`config.mk`:
```
export PLATFORM = sky130hd
export DESIGN_NAME = serial_adder
export DESIGN_NICKNAME = d
export VERILOG_FILES = /design/src/rtl/serial_adder.sv
export SDC_FILE = /design/constraint.sdc
export NUM_CORES = 1
export LEC_CHECK = 0
export ABC_AREA = 1
export CAP_MARGIN = 20
export CORE_UTILIZATION = 50
export DETAILED_ROUTE_END_ITERATION = 10
export PLACE_DENSITY = 0.73
export SLEW_MARGIN = 20
export SYNTH_ARGS = -nofsm -noshare
export SYNTH_HDL_FRONTEND = slang
export SYNTH_SLANG_ARGS = --single-unit
```
`constraint.sdc`:
```
create_clock -name clk -period 1.9 [get_ports clk]
set_input_delay 0.38 -clock clk [delete_from_list [all_inputs] [get_ports clk]]
set_output_delay 0.38 -clock clk [all_outputs]
set_load 0.05 [all_outputs]
```
`src/rtl/serial_adder.sv`:
```
// Digit-serial add/subtract: one DIGIT-bit full-adder slice with a registered carry, WIDTH/DIGIT cycles per operation.
// Latency N+1 edges from accepted start to done; start is ignored while busy, results are held until the next completion.
module serial_adder #(
  parameter int WIDTH = 8,
  parameter int DIGIT = 1
) (
  input  logic             clk,
  input  logic             rst_n,
  input  logic             start,
  input  logic [WIDTH-1:0] a,
  input  logic [WIDTH-1:0] b,
  input  logic             cin,
  input  logic             sub,
  output logic             busy,
  output logic             done,
  output logic [WIDTH-1:0] sum,
  output logic             cout,
  output logic             ovf
);

  localparam int N  = WIDTH / DIGIT;
  localparam int CW = (N > 1) ? $clog2(N) : 1;

  typedef enum logic [1:0] {IDLE, RUN, DONE} state_t;

  state_t           state, state_nxt;
  logic [WIDTH-1:0] op_a, op_b, psum, psum_nxt;
  logic             carry;
  logic [CW-1:0]    cnt;
  logic [DIGIT:0]   slice;
  logic             last, load, msb_cin;

  always_comb begin
    slice    = {1'b0, op_a[DIGIT-1:0]} + {1'b0, op_b[DIGIT-1:0]} + {{DIGIT{1'b0}}, carry};
    // New digit enters at the MSB end so the final digit lands in the top bits.
    psum_nxt = (psum >> DIGIT) | (WIDTH'(slice[DIGIT-1:0]) << (WIDTH - DIGIT));
    // Carry into the result MSB, recovered from that bit's inputs and sum.
    msb_cin  = op_a[DIGIT-1] ^ op_b[DIGIT-1] ^ slice[DIGIT-1];
    last     = (cnt == CW'(N - 1));
  end

  always_ff @(posedge clk) begin
    if (!rst_n) state <= IDLE;
    else        state <= state_nxt;
  end

  always_comb begin
    state_nxt = state;
    busy      = 1'b0;
    done      = 1'b0;
    load      = 1'b0;
    case (state)
      IDLE: begin
        if (start) begin
          load      = 1'b1;
          state_nxt = RUN;
        end
      end
      RUN: begin
        busy = 1'b1;
        if (last) state_nxt = DONE;
      end
      DONE: begin
        done = 1'b1;
        if (start) begin
          load      = 1'b1;
          state_nxt = RUN;
        end else begin
          state_nxt = IDLE;
        end
      end
      default: state_nxt = IDLE;
    endcase
  end

  always_ff @(posedge clk) begin
    if (!rst_n) begin
      op_a  <= '0;
      op_b  <= '0;
      carry <= 1'b0;
      cnt   <= '0;
      psum  <= '0;
      sum   <= '0;
      cout  <= 1'b0;
      ovf   <= 1'b0;
    end else if (load) begin
      op_a  <= a;
      op_b  <= sub ? ~b : b;
      carry <= sub ? 1'b1 : cin;
      cnt   <= '0;
      psum  <= '0;
    end else if (state == RUN) begin
      op_a  <= op_a >> DIGIT;
      op_b  <= op_b >> DIGIT;
      carry <= slice[DIGIT];
      cnt   <= cnt + CW'(1);
      psum  <= psum_nxt;
      if (last) begin
        sum  <= psum_nxt;
        cout <= slice[DIGIT];
        ovf  <= msb_cin ^ slice[DIGIT];
      end
    end
  end

endmodule

```
==> run metrics, run 1 <==
count leader, synth nand2_1; Max Transition Viols Final 0; total gr overflow 0; xor/xnor cell area share of the yosys netlist 0.03084; Avg WL per Cell ~11 µm; post-synthesis sequential area ratio 0.4581; Starting Density 0.5405; VDD IR max approximately 0.00056 V; clock sinks 39; status finished, final reports clean; fill count approximately 300; placed cell areas roughly 2100 µm²; Final ANT Viol Nets 0; Yosys top cell by area dfxtp_1; cts bufs inserted 5; met1 usage 0.3091; Tcrit/Tclk final 0.9258; leakage 1.144 nW; first drt pass iteration count 4; largest net degree at the start of global routing 23; die area between 3000 and 4000 µm²; CP max FO 8; Synth Flop Type dfxtp_1; dpl hpwl 2563 µm; Power, Total 1.543 mW; Ant. Diodes 0; GPL Wtd Cong ~0.8; Worst Hold Class flop to flop; met3 Use GR 0.07036; reg2reg setup slack between 0.4 and 0.5 ns; Simple-Gate Fraction of Synth Area 0.2467; CP arrival 1.38 ns; CP Launch Point state[0]; worst r2r src op_a[0]; initial antenna violation count 0; DRC viols 0; P per Cell Area slightly above 700 nW/µm²; syn nets around 260; Area growth, synth to finish 27.09%; largest family of logic cells by synthesized area simple AND/OR/NAND/NOR gates; H-Tree Depth 2; final setup vio count 0; Vias 1509; RSZ-0062 raised after global routing no; CTS root buf clkbuf_4; Core ar. between 3000 and 4000 µm²; GRT Max-Usage Layer met2; Clock transition at path regs around 0.11 ns; Worst setup endpoint busy; CP Data Required Time 1.52 ns; DRT Wirelength between 3000 and 4000 µm; port bufs 32; Clock Latency Late Sink about 0.34 ns; die width 60.38 µm; Post-layout nets between 200 and 300; placed cell count roughly 310; vias in the first global route 1289; All-Layer GR Usage 0.2197; Final Critical Period ~1.8 ns; fmax between 0.5 and 0.6 GHz; Crit Path Class flop to output port; hold_buf cts 0; Synth Area per Inst approximately 7.2 µm²; Max-Cap Viols 0; Synth async-reset ratio 0; R2R depth 7; 1st-iter DRT viols around 70; Setup Skew 0.008577 ns; cell area after synthesis around 1700 µm²; synth top area cells dfxtp_1, nand2_1, o21ai_0, nor2_1, inv_1; share of layout cells above drive strength 1 0.06934; Cell Rows 20; mux contribution to synthesized area 0; Syn Inst Count ~240; first-pass GRT wire length around 5700 µm; commonest cells in the netlist nand2_1, dfxtp_1, o21ai_0; CTS tree yes; Unique masters post-synth 20; worst setup margin about 0.14 ns; Worst R2R End ovf; met2 global-route usage 0.3203; final instance area roughly 2200 µm²; Post-synth EDFFs 0; Longest Clk Path Bufs 2; final non-filler cell total roughly 320; Synth Area in Compound Gates 0.1483; post-synthesis register bit count 39; post-synth top area share 0.4581; Post-Synth Adder-Cell Area 0.02643; Synth Warn # 0; via-per-instance ratio roughly 4.7; chip height about 60 µm; Hold Violations, Final 0; startpoint types flop; Slew @ Worst Pin roughly 0.51 ns; Fin Setup TNS 0 ns; Setup Slack @ Placement ~0.27 ns; CP Capture Type output port; normalized max-slew margin 0.6587; IO Pins 33
## power breakdown
group	internal, mW	switching [mW]
clock	0.132	0.245
combinational	0.124	0.156
sequential	0.861	0.0260
## layout make-up
class | instances | area, µm² | share of cell area
tap | 44 | 55.05 | 0.02542
sequential | 39 | 780.7 | 0.3605
inverter | 28 | 105.1 | 0.04853
timing repair buffer | 40 | 412.9 | 0.1906
clock buffer | 6 | 41.29 | 0.01906
multi-input combinational | 161 | 770.7 | 0.3559
## sequential cells by signal, indices dropped and copies added, names as in the netlist
| register | count |
|---|---|
| op_a | 8 |
| state | 2 |
| cout | 1 |
| cnt | 3 |
| psum | 7 |
| carry | 1 |
| op_b | 8 |
| ovf | 1 |
| sum | 8 |
## through the flow
step | hold slack, ns | util
6_report | 0.4709 | 0.6869
2_1_floorplan | 0.4373 | -
4_1_cts | 0.4712 | 0.6790
5_1_grt | 0.4924 | 0.6869
3_5_place_dp | 0.4504 | 0.6659
3_3_place_gp | 0.4535 | 0.6659
## cells in the final DEF (no fill, tap or decap), drive strengths merged, types with 10 or more instances in the layout
cell type | synthesis | layout
o21ai | 29 | 29
dfxtp | 39 | 39
buf | 7 | 10
nor2 | 30 | 30
nand3 | 15 | 15
clkdlybuf4s50 | 0 | 20
nand2 | 53 | 53
a21oi | 20 | 20
dlymetal6s2s | 0 | 10
inv | 27 | 27
## critical path, cell delays in order (launching register included)
cell     delay [ns]
dfxtp_1        0.39
inv_1          0.09
nor2_2         0.36
buf_12         0.20
## metal layers
| layer | vias to the layer above | wire (µm) |
|---|---|---|
| li1 | 825 | - |
| met1 | 654 | 1863 |
| met5 | - | 0 |
| met4 | 0 | 22 |
| met3 | 2 | 144 |
| met2 | 28 | 1535 |
## worst min-delay path by stage
stage	startpoint	to	slack (ns)	cells past startpoint
after floorplan	op_b[7]	op_b[7]	0.44	2
after global placement	op_a[2]	op_a[2]	0.45	2
after detailed placement	op_b[7]	op_b[7]	0.45	2
after CTS	op_b[7]	op_b[7]	0.47	2
after global routing	op_a[2]	op_a[2]	0.49	2
final	op_b[7]	op_b[7]	0.47	2
## cell families (layout without fill, tap and decap cells)
group,after synthesis,count (layout)
AOI/OAI and AO/OA,50,50
xor gates and xnor gates,6,6
adders and majority gates,3,3
buffers and inverters,37,74
DFF,39,39
and+or+nand+nor,102,102
## timing repair
action	CTS	global route
gates resized for setup	0	10
endpoints found under the setup margin	0	10
buffers inserted	0	0
(Power assumes the default switching activity.)
==> inputs of run 2 (changes only) <==
--- a/config.mk
+++ b/config.mk
@@ -6,9 +6,9 @@
 export NUM_CORES = 1
 export LEC_CHECK = 0
 export ABC_AREA = 1
-export CAP_MARGIN = 20
 export CORE_UTILIZATION = 50
 export DETAILED_ROUTE_END_ITERATION = 10
+export MAX_ROUTING_LAYER = met4
 export PLACE_DENSITY = 0.73
 export SLEW_MARGIN = 20
 export SYNTH_ARGS = -nofsm -noshare
==> results of run 2 <==
Final layout, timing and power as in run 1 (identical DEF).
Main changes from that run: final weighted congestion in routability-driven placement 0.8080 -> 0.8198; overall routing resource usage 0.2197 -> 0.2269
